[src/rtl/mem_access_controller_pkg.sv]
// Shared types and constants for the MEM-stage SRAM access sequencer.
package mem_access_controller_pkg;

    typedef enum logic [1:0] {
        IDLE   = 2'd0,
        ACCESS = 2'd1,
        DONE   = 2'd2
    } state_e;

    localparam logic [31:0] BASE_ADDR_DEF = 32'd1024;

    localparam logic OP_RD = 1'b0;
    localparam logic OP_WR = 1'b1;

    localparam int CNT_W = 4;

    // Byte address relative to the SRAM window, as a word index (wraps modulo 2^32).
    function automatic logic [31:0] word_offset(input logic [31:0] byte_addr,
                                                input logic [31:0] base);
        return (byte_addr - base) >> 2;
    endfunction

endpackage

[src/rtl/mem_access_controller_if.sv]
// Pipeline request/response and SRAM pin bundle seen by the access controller.
interface mem_access_controller_if #(parameter int ADDR_W = 18);

    logic              mem_r_en;
    logic              mem_w_en;
    logic [31:0]       alu_result;
    logic [31:0]       st_val;
    logic              freeze;
    logic              ready;
    logic [31:0]       rd_data;
    logic [ADDR_W-1:0] sram_addr;
    logic [31:0]       sram_wdata;
    logic [31:0]       sram_rdata;
    logic              sram_we_n;
    logic              sram_oe_n;

    modport slave (
        input  mem_r_en, mem_w_en, alu_result, st_val, sram_rdata,
        output freeze, ready, rd_data, sram_addr, sram_wdata, sram_we_n, sram_oe_n
    );

    modport master (
        output mem_r_en, mem_w_en, alu_result, st_val, sram_rdata,
        input  freeze, ready, rd_data, sram_addr, sram_wdata, sram_we_n, sram_oe_n
    );

endinterface

[src/rtl/mem_access_controller_wait_counter.sv]
// Loadable 4-bit down-counter timing the SRAM strobe; saturates at zero.
module wait_counter
    import mem_access_controller_pkg::*;
(
    input  logic             clk,
    input  logic             rst_n,
    input  logic             i_load,
    input  logic             i_dec,
    input  logic [CNT_W-1:0] i_load_val,
    output logic             o_zero
);

    logic [CNT_W-1:0] r_count;

    // Count register: load wins over decrement.
    always_ff @(posedge clk or negedge rst_n) begin
        if (!rst_n) begin
            r_count <= 4'd0;
        end else if (i_load) begin
            r_count <= i_load_val;
        end else if (i_dec && (r_count != 4'd0)) begin
            r_count <= r_count - 4'd1;
        end else begin
            r_count <= r_count;
        end
    end

    assign o_zero = (r_count == 4'd0);

endmodule

[src/rtl/mem_access_controller.sv]
// MEM-stage sequencer: holds SRAM strobes for WAIT_CYCLES and freezes the pipeline meanwhile.
module mem_access_controller
    import mem_access_controller_pkg::*;
#(
    parameter int          WAIT_CYCLES = 5,
    parameter int          ADDR_W      = 18,
    parameter logic [31:0] BASE_ADDR   = BASE_ADDR_DEF
)(
    input  logic                  clk,
    input  logic                  rst_n,
    mem_access_controller_if.slave bus
);

    localparam logic [CNT_W-1:0] LOAD_VAL = CNT_W'(WAIT_CYCLES - 1);

    state_e            r_state;
    state_e            w_next;
    logic              r_op;
    logic [ADDR_W-1:0] r_sram_addr;
    logic [31:0]       r_sram_wdata;
    logic [31:0]       r_rd_data;
    logic              r_we_n;
    logic              r_oe_n;
    logic              r_ready;
    logic              w_req;
    logic              w_start;
    logic              w_op_nxt;
    logic              w_cnt_zero;
    logic              w_freeze;
    logic              w_we_n_nxt;
    logic              w_oe_n_nxt;
    logic              w_ready_nxt;

    assign w_req   = bus.mem_r_en | bus.mem_w_en;
    assign w_start = (r_state == IDLE) && w_req;
    // A simultaneous read+write request is treated as a write.
    assign w_op_nxt = (r_state == IDLE) ? (bus.mem_w_en ? OP_WR : OP_RD) : r_op;

    wait_counter u_wait_counter (
        .clk        (clk),
        .rst_n      (rst_n),
        .i_load     (w_start),
        .i_dec      (r_state == ACCESS),
        .i_load_val (LOAD_VAL),
        .o_zero     (w_cnt_zero)
    );

    // FSM state register.
    always_ff @(posedge clk or negedge rst_n) begin
        if (!rst_n) begin
            r_state <= IDLE;
        end else begin
            r_state <= w_next;
        end
    end

    // FSM next-state logic; DONE always returns to IDLE, ignoring any request.
    always_comb begin
        w_next = IDLE;
        case (r_state)
            IDLE:    w_next = w_req ? ACCESS : IDLE;
            ACCESS:  w_next = w_cnt_zero ? DONE : ACCESS;
            DONE:    w_next = IDLE;
            default: w_next = IDLE;
        endcase
    end

    // FSM outputs: combinational freeze, next values for the registered strobes and ready.
    always_comb begin
        w_freeze    = 1'b0;
        w_we_n_nxt  = 1'b1;
        w_oe_n_nxt  = 1'b1;
        w_ready_nxt = (w_next == DONE);
        case (r_state)
            IDLE:    w_freeze = w_req;
            ACCESS:  w_freeze = 1'b1;
            DONE:    w_freeze = 1'b0;
            default: w_freeze = 1'b0;
        endcase
        if (w_next == ACCESS) begin
            w_we_n_nxt = (w_op_nxt != OP_WR);
            w_oe_n_nxt = (w_op_nxt != OP_RD);
        end else begin
            w_we_n_nxt = 1'b1;
            w_oe_n_nxt = 1'b1;
        end
    end

    // Strobes and ready come straight from flops so the SRAM pins never glitch.
    always_ff @(posedge clk or negedge rst_n) begin
        if (!rst_n) begin
            r_we_n  <= 1'b1;
            r_oe_n  <= 1'b1;
            r_ready <= 1'b0;
        end else begin
            r_we_n  <= w_we_n_nxt;
            r_oe_n  <= w_oe_n_nxt;
            r_ready <= w_ready_nxt;
        end
    end

    // Request capture in IDLE; address/data stay put until the next request.
    always_ff @(posedge clk or negedge rst_n) begin
        if (!rst_n) begin
            r_op         <= OP_RD;
            r_sram_addr  <= '0;
            r_sram_wdata <= 32'd0;
        end else if (w_start) begin
            r_op         <= w_op_nxt;
            r_sram_addr  <= ADDR_W'(word_offset(bus.alu_result, BASE_ADDR));
            r_sram_wdata <= bus.st_val;
        end else begin
            r_op         <= r_op;
            r_sram_addr  <= r_sram_addr;
            r_sram_wdata <= r_sram_wdata;
        end
    end

    // Load data is captured on the last ACCESS edge, while OE is still asserted.
    always_ff @(posedge clk or negedge rst_n) begin
        if (!rst_n) begin
            r_rd_data <= 32'd0;
        end else if ((r_state == ACCESS) && w_cnt_zero && (r_op == OP_RD)) begin
            r_rd_data <= bus.sram_rdata;
        end else begin
            r_rd_data <= r_rd_data;
        end
    end

    assign bus.freeze     = rst_n & w_freeze;
    assign bus.ready      = r_ready;
    assign bus.rd_data    = r_rd_data;
    assign bus.sram_addr  = r_sram_addr;
    assign bus.sram_wdata = r_sram_wdata;
    assign bus.sram_we_n  = r_we_n;
    assign bus.sram_oe_n  = r_oe_n;

endmodule

[src/flat_wrapper.sv]
// flat-port wrapper written by rule: the top's interface ports become plain ports
module mem_access_controller_flat import mem_access_controller_pkg::*;
#(
    parameter int          WAIT_CYCLES = 5,
    parameter int          ADDR_W      = 18,
    parameter logic [31:0] BASE_ADDR   = BASE_ADDR_DEF
)
  (clk, rst_n, bus_mem_r_en, bus_mem_w_en, bus_alu_result, bus_st_val, bus_sram_rdata, bus_freeze, bus_ready, bus_rd_data, bus_sram_addr, bus_sram_wdata, bus_sram_we_n, bus_sram_oe_n);
  mem_access_controller_if #(.ADDR_W(ADDR_W)) bus_i ();
  input  logic clk;
  input  logic rst_n;
  input wire logic [$bits(bus_i.mem_r_en)-1:0] bus_mem_r_en;
  input wire logic [$bits(bus_i.mem_w_en)-1:0] bus_mem_w_en;
  input wire logic [$bits(bus_i.alu_result)-1:0] bus_alu_result;
  input wire logic [$bits(bus_i.st_val)-1:0] bus_st_val;
  input wire logic [$bits(bus_i.sram_rdata)-1:0] bus_sram_rdata;
  output wire logic [$bits(bus_i.freeze)-1:0] bus_freeze;
  output wire logic [$bits(bus_i.ready)-1:0] bus_ready;
  output wire logic [$bits(bus_i.rd_data)-1:0] bus_rd_data;
  output wire logic [$bits(bus_i.sram_addr)-1:0] bus_sram_addr;
  output wire logic [$bits(bus_i.sram_wdata)-1:0] bus_sram_wdata;
  output wire logic [$bits(bus_i.sram_we_n)-1:0] bus_sram_we_n;
  output wire logic [$bits(bus_i.sram_oe_n)-1:0] bus_sram_oe_n;
  assign bus_i.mem_r_en = bus_mem_r_en;
  assign bus_i.mem_w_en = bus_mem_w_en;
  assign bus_i.alu_result = bus_alu_result;
  assign bus_i.st_val = bus_st_val;
  assign bus_i.sram_rdata = bus_sram_rdata;
  assign bus_freeze = bus_i.freeze;
  assign bus_ready = bus_i.ready;
  assign bus_rd_data = bus_i.rd_data;
  assign bus_sram_addr = bus_i.sram_addr;
  assign bus_sram_wdata = bus_i.sram_wdata;
  assign bus_sram_we_n = bus_i.sram_we_n;
  assign bus_sram_oe_n = bus_i.sram_oe_n;
  mem_access_controller #(.WAIT_CYCLES(WAIT_CYCLES), .ADDR_W(ADDR_W), .BASE_ADDR(BASE_ADDR)) u_core (.clk(clk), .rst_n(rst_n), .bus(bus_i));
endmodule
[config.mk]
export PLATFORM = sky130hd
export DESIGN_NAME = mem_access_controller_flat
export DESIGN_NICKNAME = d
export VERILOG_FILES = /design/src/rtl/mem_access_controller_pkg.sv /design/src/rtl/mem_access_controller_if.sv /design/src/rtl/mem_access_controller_wait_counter.sv /design/src/rtl/mem_access_controller.sv /design/src/flat_wrapper.sv
export SDC_FILE = /design/constraint.sdc
export NUM_CORES = 1
export LEC_CHECK = 0
export ABC_AREA = 0
export BUFFER_PORTS_ARGS = -buffer_cell sky130_fd_sc_hd__buf_2
export CORE_ASPECT_RATIO = 0.9
export CORE_MARGIN = 5
export CORE_UTILIZATION = 45
export DETAILED_ROUTE_END_ITERATION = 10
export MAX_ROUTING_LAYER = met4
export PLACE_DENSITY_LB_ADDON = 0.05
export SYNTH_ARGS = -nofsm -noshare
export SYNTH_HDL_FRONTEND = slang
export SYNTH_SLANG_ARGS = --single-unit
export TNS_END_PERCENT = 50
[constraint.sdc]
create_clock -name clk -period 2.6 [get_ports clk]
set_input_delay 0 -clock clk [delete_from_list [all_inputs] [get_ports clk]]
set_output_delay 0 -clock clk [all_outputs]
set_load 0.02 [all_outputs]
* After elaboration in Yosys (flattened, before gate mapping)
Cells that the tools add are included.
** Storage, ports and cells
- Bits in latches :: 0
- Bits of input ports :: 100
- Logic and storage cells :: 36
- Memory bits (read-only) :: 0
- Bits in writable memories :: 0
- Memories :: 0
- Bits in registers :: 92
- Output and inout port bits :: 86
** Cells by class
- Bitwise logic cells :: 4
- Magnitude comparators :: 0
- Eq/ne operators :: 3
- Divide/modulo/power cells :: 0
- Add/subtract/negate cells :: 2
- Reduce and logical (&&, ||, !) cells :: 8
- Multipliers :: 0
- Shifts and indexed selects :: 0
- Mux-type cells :: 10
** Operators with widths (count)
- $sub 20x11->20 const B :: 1
- $mux 4 :: 2
- $mux 1 :: 5
- $eq 2x1->1 const B :: 2
- $logic_and 1x1->1 :: 4
- $logic_not 4->1 :: 1
- $pmux 2 s2 :: 1
- $reduce_bool 4->1 :: 1
- $sub 4x1->4 const B :: 1
- $eq 2x2->1 const B :: 1
- $logic_not 2->1 :: 1
- $mux 2 :: 1
- $not 1->1 :: 2
- $pmux 1 s2 :: 1
- $reduce_bool 2->1 :: 1
- $and 1x1->1 :: 1
- $or 1x1->1 :: 1

* Depth between registers and ports, before layout
- Depth after elaboration :: 5
- Depth in mapped cells :: 7
- Depth with buffers taken out :: 5

* Modules after synthesis
Synthesis repeated with hierarchy kept, for this count alone.
** Second synthesis, totals
- Cell total of the unflattened synthesis :: 263
- Area, all modules :: 3951.3 sq um
** Modules (own cells, without submodules)
- mem_access_controller :: seq. area each 2204.6 sq um, cells an instance 236, area an instance 3681.0 sq um, times used 1
- wait_counter :: seq. area each 100.1 sq um, cells an instance 27, area an instance 270.3 sq um, times used 1

* Worst setup path after synthesis
No wires, ideal clock.
- Kind :: register to register
- Start :: register u_core.u_wait_counter.r_count[0]
- End :: register u_core.r_rd_data[10], in the netlist u_core.bus.rd_data[10]
- Setup time :: 0.125 ns
- Clock period less this slack :: 1.979 ns
- Slack :: 0.621 ns
- Buffers on the path :: 2
- Cell stages (with the launch flop) :: 8
- Arrival time :: 1.854 ns
- Cell sequence :: dfrtp_1 inv_1 ha_1 or3b_1 buf_2 nor3_4 buf_6 mux2_2
** On the way
- Cells in the longest elaborated chain, start to end :: 3
** Ends and longest elaborated chain
- from (decl) :: RTL line mem_access_controller_wait_counter.sv:13 : logic [CNT_W-1:0] r_count;
- from (signal assigned) :: RTL line mem_access_controller_wait_counter.sv:20 : r_count <= i_load_val;
- from (signal assigned) :: RTL line mem_access_controller_wait_counter.sv:22 : r_count <= r_count - 4'd1;
- from (signal assigned) :: RTL line mem_access_controller_wait_counter.sv:24 : r_count <= r_count;
- $logic_not 4->1 :: RTL line mem_access_controller_wait_counter.sv:28 : assign o_zero = (r_count == 4'd0);
- $logic_and 1x1->1 (2 in series) :: RTL line mem_access_controller.sv:123 : end else if ((r_state == ACCESS) && w_cnt_zero && (r_op == OP_RD)) begin
- to (signal assigned) :: RTL line mem_access_controller.sv:124 : r_rd_data <= bus.sram_rdata;
- to (signal assigned) :: RTL line mem_access_controller.sv:126 : r_rd_data <= r_rd_data;
- to (decl) :: RTL line mem_access_controller.sv:21 : logic [31:0] r_rd_data;
Every way passes these cells.
A chain may end at the register's enable or synchronous reset.

* Worst setup path after layout
- Start :: input bus_alu_result[10]
- End :: register u_core.r_sram_addr[14], in the netlist u_core.bus.sram_addr[14]
** On the way
- Cells in the longest elaborated chain, start to end :: 1
** Ends and longest elaborated chain
- from (decl) :: RTL line flat_wrapper.sv:14 : input wire logic [$bits(bus_i.alu_result)-1:0] bus_alu_result;
- $sub 20x11->20 :: RTL line mem_access_controller_pkg.sv:20 : return (byte_addr - base) >> 2;
- to (signal assigned) :: RTL line mem_access_controller.sv:110 : r_sram_addr <= ADDR_W'(word_offset(bus.alu_result, BASE_ADDR));
- to (signal assigned) :: RTL line mem_access_controller.sv:114 : r_sram_addr <= r_sram_addr;
- to (decl) :: RTL line mem_access_controller.sv:19 : logic [ADDR_W-1:0] r_sram_addr;
Every way passes these cells.

==> summary.md <==
| Metric | Value |
|---|---|
| Post-DP Area | `approximately 4600 um2` |
| Worst r2r path cells | `5` |
| CP arrival | `between 2 and 3 ns` |
| Reg2Reg Launch Point | `u_core.r_state[1]$_DFF_PN0_` |
| Worst path cell trace | `dlygate4sd3_1, buf_2, inv_1, ha_1, or3b_1, or4_2, a31oi_1, dlygate4sd3_1` |
| Setup crit start kind | `primary input` |
| GRT Overall Usage | `around 20%` |
| # DRC | `0` |
| Async set-reset flop share out of synthesis | `100%` |
| Crit-path max cell delay | `0.57 ns` |
| Worst path bufs/invs | `4` |
| Final setup fails | `0` |
| Hold EP | `u_core.bus.sram_addr[13]$_DFFE_PN0P_` |
| Max transition margin | `between 50% and 60%` |
| Worst min-delay path startpoint | `bus_alu_result[14]` |
| Routed wire length on met2 | `a little under 5000 um` |
| Worst clock skew | `~0.0085 ns` |
| RSZ-0062 raised after global routing | `no` |
| Most Frequent Cell on Critical Path | `dlygate4sd3_1` |
| Layout fillers | `563` |
| # diodes | `0` |
| Crit Path Class | `in -> reg` |
| Register area | `roughly 2300 um2` |
| Net Count, Synth | `between 300 and 400` |
| CTS tree | `built` |
| Post-synthesis instance area | `between 3000 and 4000 um2` |
| Worst Hold Class | `in -> reg` |
| Die outline height | `roughly 96 um` |
| Grt ovf | `0` |
| Drt wl/cell | `approximately 16 um` |
| First-pass GRT wire length | `between 15000 and 20000 um` |
| Pwr/cell area | `around 1200 nW/um2` |
| Half-perimeter wire length after placement | `approximately 6200 um` |
| R2R Setup Slk | `approximately 0.42 ns` |
| Critical-path maximum fanout | `5` |
| Static leakage | `approximately 0.0027 uW` |
| Post-route cell area | `5740 um2` |
| Final Core Density | `71.5%` |
| Antenna violations before repair | `0` |
| Min Tclk post-route | `around 2.3 ns` |
| Fraction of layout cells with a size suffix above 1 | `between 50% and 60%` |
| Die ar. | `10100 um2` |
| Warnings, synthesis | `0` |
| # IOs | `186` |
| Number of global-route vias before repair | `3163` |
| Post-synth top flop | `dfrtp_1` |
| Worst slew pin tran | `0.631 ns` |
| CTS Buf Count | `9` |
| Synth Register Bits | `92` |
| CTS resizes | `0` |
| # nets final | `~620` |
| WP data required | `2.90 ns` |
| IO Port Bufs | `between 150 and 200` |
| Synth-to-layout area growth | `55.8%` |
| WHS Path Cells | `3` |
| Clock root cell | `clkbuf_8` |
| Fin Setup TNS | `0 ns` |
| Worst path slowest cell | `dlygate4sd3_1` |
| RR Endpoint | `u_core.bus.sram_addr[17]$_DFFE_PN0P_` |
| Placed cells | `between 500 and 600` |
| FMAX | `429 MHz` |
| Post-synth EDFFs | `0` |
| Post-synthesis sequential area ratio | `between 60% and 70%` |
| Total Wirelength | `~10000 um` |
| Status | `finished, final reports clean` |
| Synthesized area per cell | `between 10 and 15 um2` |
| Critical path's top delay family | `buffers and inverters` |
| Met3 WL post-DR | `a little over 700 um` |
| Postcts setup bufs | `0` |
| Final period util | `roughly nine tenths` |
| Slew Limit Fails | `0` |
| VDD IR max | `0.692 mV` |
| Post-route ant nets | `0` |
| Routability congestion estimate | `about 0.74` |
| H-tree levels | `3` |
| Gate Count Post-Synth | `253` |
| Total number of vias | `between 3000 and 4000` |
| Max-cap viol count | `0` |
| Drt first pass iters | `4` |
| Clock Sinks | `a little over 90` |
| Highest routed layer | `met4` |
| Metal-1 WL | `~4200 um` |
| Core area | `between 8000 and 9000 um2` |
| CTS clk-pin slew, worst paths | `about 0.090 ns` |
| Hold bufs inserted after CTS | `87` |
| Die width | `between 100 and 150 um` |
| Post-synth cell types | `37` |
| Multi-input gate area | `1290 um2` |
| Clk_lat worst skew | `approximately 0.36 ns` |
| Largest net degree at the start of global routing | `42` |
| Hold WS | `between 0.03 and 0.04 ns` |
| Hold Vio Cnt, Final | `0` |
| Maximum clock path buffer count | `2` |
| Setup crit end kind | `register` |
| Initial Util | `~46%` |
| # rows | `31` |
| 1st-iter DRT viols | `66` |
| DR vias/cell | `about 4.9` |
| Layout Cells excl Fill | `just over 600` |
## Yosys cell counts (2+ instances only)
cell type | instances | area share [%]
a31oi_1 | 8 | 1.4
ha_1 | 3 | 1.0
nor2_1 | 6 | 0.61
nor3b_1 | 2 | 0.41
mux2_2 | 69 | 21
mux2_1 | 3 | 0.92
inv_1 | 4 | 0.41
nand2_1 | 4 | 0.41
buf_2 | 5 | 0.68
dfstp_2 | 2 | 1.4
clkbuf_1 | 3 | 0.31
or2_2 | 2 | 0.34
nand3_1 | 3 | 0.41
or3b_1 | 2 | 0.48
o21ai_0 | 14 | 1.9
dfrtp_1 | 90 | 61
a21oi_1 | 6 | 0.82
or4_1 | 2 | 0.41
o31ai_1 | 3 | 0.61
buf_6 | 3 | 0.92
mux2i_1 | 2 | 0.54
or3_2 | 2 | 0.41
## per-stage QoR
| step | setup WS (ns) | total power (uW) |
|---|---|---|
| floorplan | 0.621 | 4440 |
| global placement | 0.547 | 5410 |
| detailed placement | 0.530 | 5480 |
| CTS | 0.294 | 6700 |
| global route | 0.161 | 7070 |
| finish | 0.267 | 6650 |
## cells in the final DEF, fill, tap and decap left out, drive strengths merged
cell         instances
a21o                 1
a21oi                6
a31oi                8
and2                 1
and3                 1
buf                176
bufinv               2
clkbuf               9
clkinv               2
clkinvlp             1
dfrtp               90
dfstp                2
dlygate4sd3         87
ha                   3
inv                  6
mux2                72
mux2i                2
nand2                4
nand2b               1
nand3                3
nor2                 7
nor2b                1
nor3                 2
nor3b                2
o21ai               14
o22ai                1
o31ai                3
o41ai                1
or2                  3
or3                  2
or3b                 2
or4                  4
xnor2                1
xor2                 1
## worst register-to-register path, cell delays in order, from the launching register on
cell	delay, ns
dfrtp_1	0.43
or2_0	0.44
nor2_4	0.17
buf_4	0.32
a31oi_1	0.13
dlygate4sd3_1	0.58
## metal layers
metal  global-route usage [%]  vias up
met5                        -        -
met4                     4.92        0
met3                     6.17        8
met2                     33.9      120
met1                     24.9     1456
li1                         -     1429
## layout make-up
cell class | instances | share of cell area, %
sequential | 92 | 40.2
timing repair buffer | 263 | 31.0
multi-input combinational | 146 | 22.5
clock buffer | 9 | 2.16
tap | 99 | 2.16
clock inverter | 7 | 1.72
inverter | 4 | 0.262
## sequential cells by signal, indices dropped and copies added, names as in the netlist, 2 cells and up
register	cells
u_core.bus.rd_data	32
u_core.bus.sram_addr	18
u_core.bus.sram_wdata	32
u_core.r_state	2
u_core.u_wait_counter.r_count	4
## where the power goes
part           switching [uW]  internal (uW)
clock network             520            548
logic                    1750           1310
registers                 354           2160
total                    2620           4020
## cell families (layout without fill, tap and decap cells)
logic type / after synthesis / after routing / synth area share [%]
DFF: 92 / 92 / 62.6
muxes: 74 / 74 / 22.6
AOI/OAI and AO/OA: 34 / 34 / 5.30
and+or+nand+nor: 33 / 33 / 5.74
adders and majority gates: 3 / 3 / 1.02
buffers and inverters: 15 / 283 / 2.31
xor gates and xnor gates: 2 / 2 / 0.476
## how the worst max path moves through the flow
stage / cells past startpoint / endpoint / from / slack, ns
2_1_floorplan: 7 / u_core.bus.rd_data[10]$_DFFE_PN0P_ / u_core.u_wait_counter.r_count[0]$_DFFE_PN0P_ / 0.62
3_3_place_gp: 6 / u_core.bus.rd_data[1]$_DFFE_PN0P_ / u_core.u_wait_counter.r_count[0]$_DFFE_PN0P_ / 0.55
3_5_place_dp: 6 / u_core.bus.rd_data[8]$_DFFE_PN0P_ / u_core.u_wait_counter.r_count[0]$_DFFE_PN0P_ / 0.53
4_1_cts: 8 / u_core.bus.sram_addr[14]$_DFFE_PN0P_ / bus_alu_result[10] / 0.29
5_1_grt: 8 / u_core.bus.sram_addr[14]$_DFFE_PN0P_ / bus_alu_result[11] / 0.16
6_report: 8 / u_core.bus.sram_addr[14]$_DFFE_PN0P_ / bus_alu_result[10] / 0.27
Power figures use the tool's default switching activity.
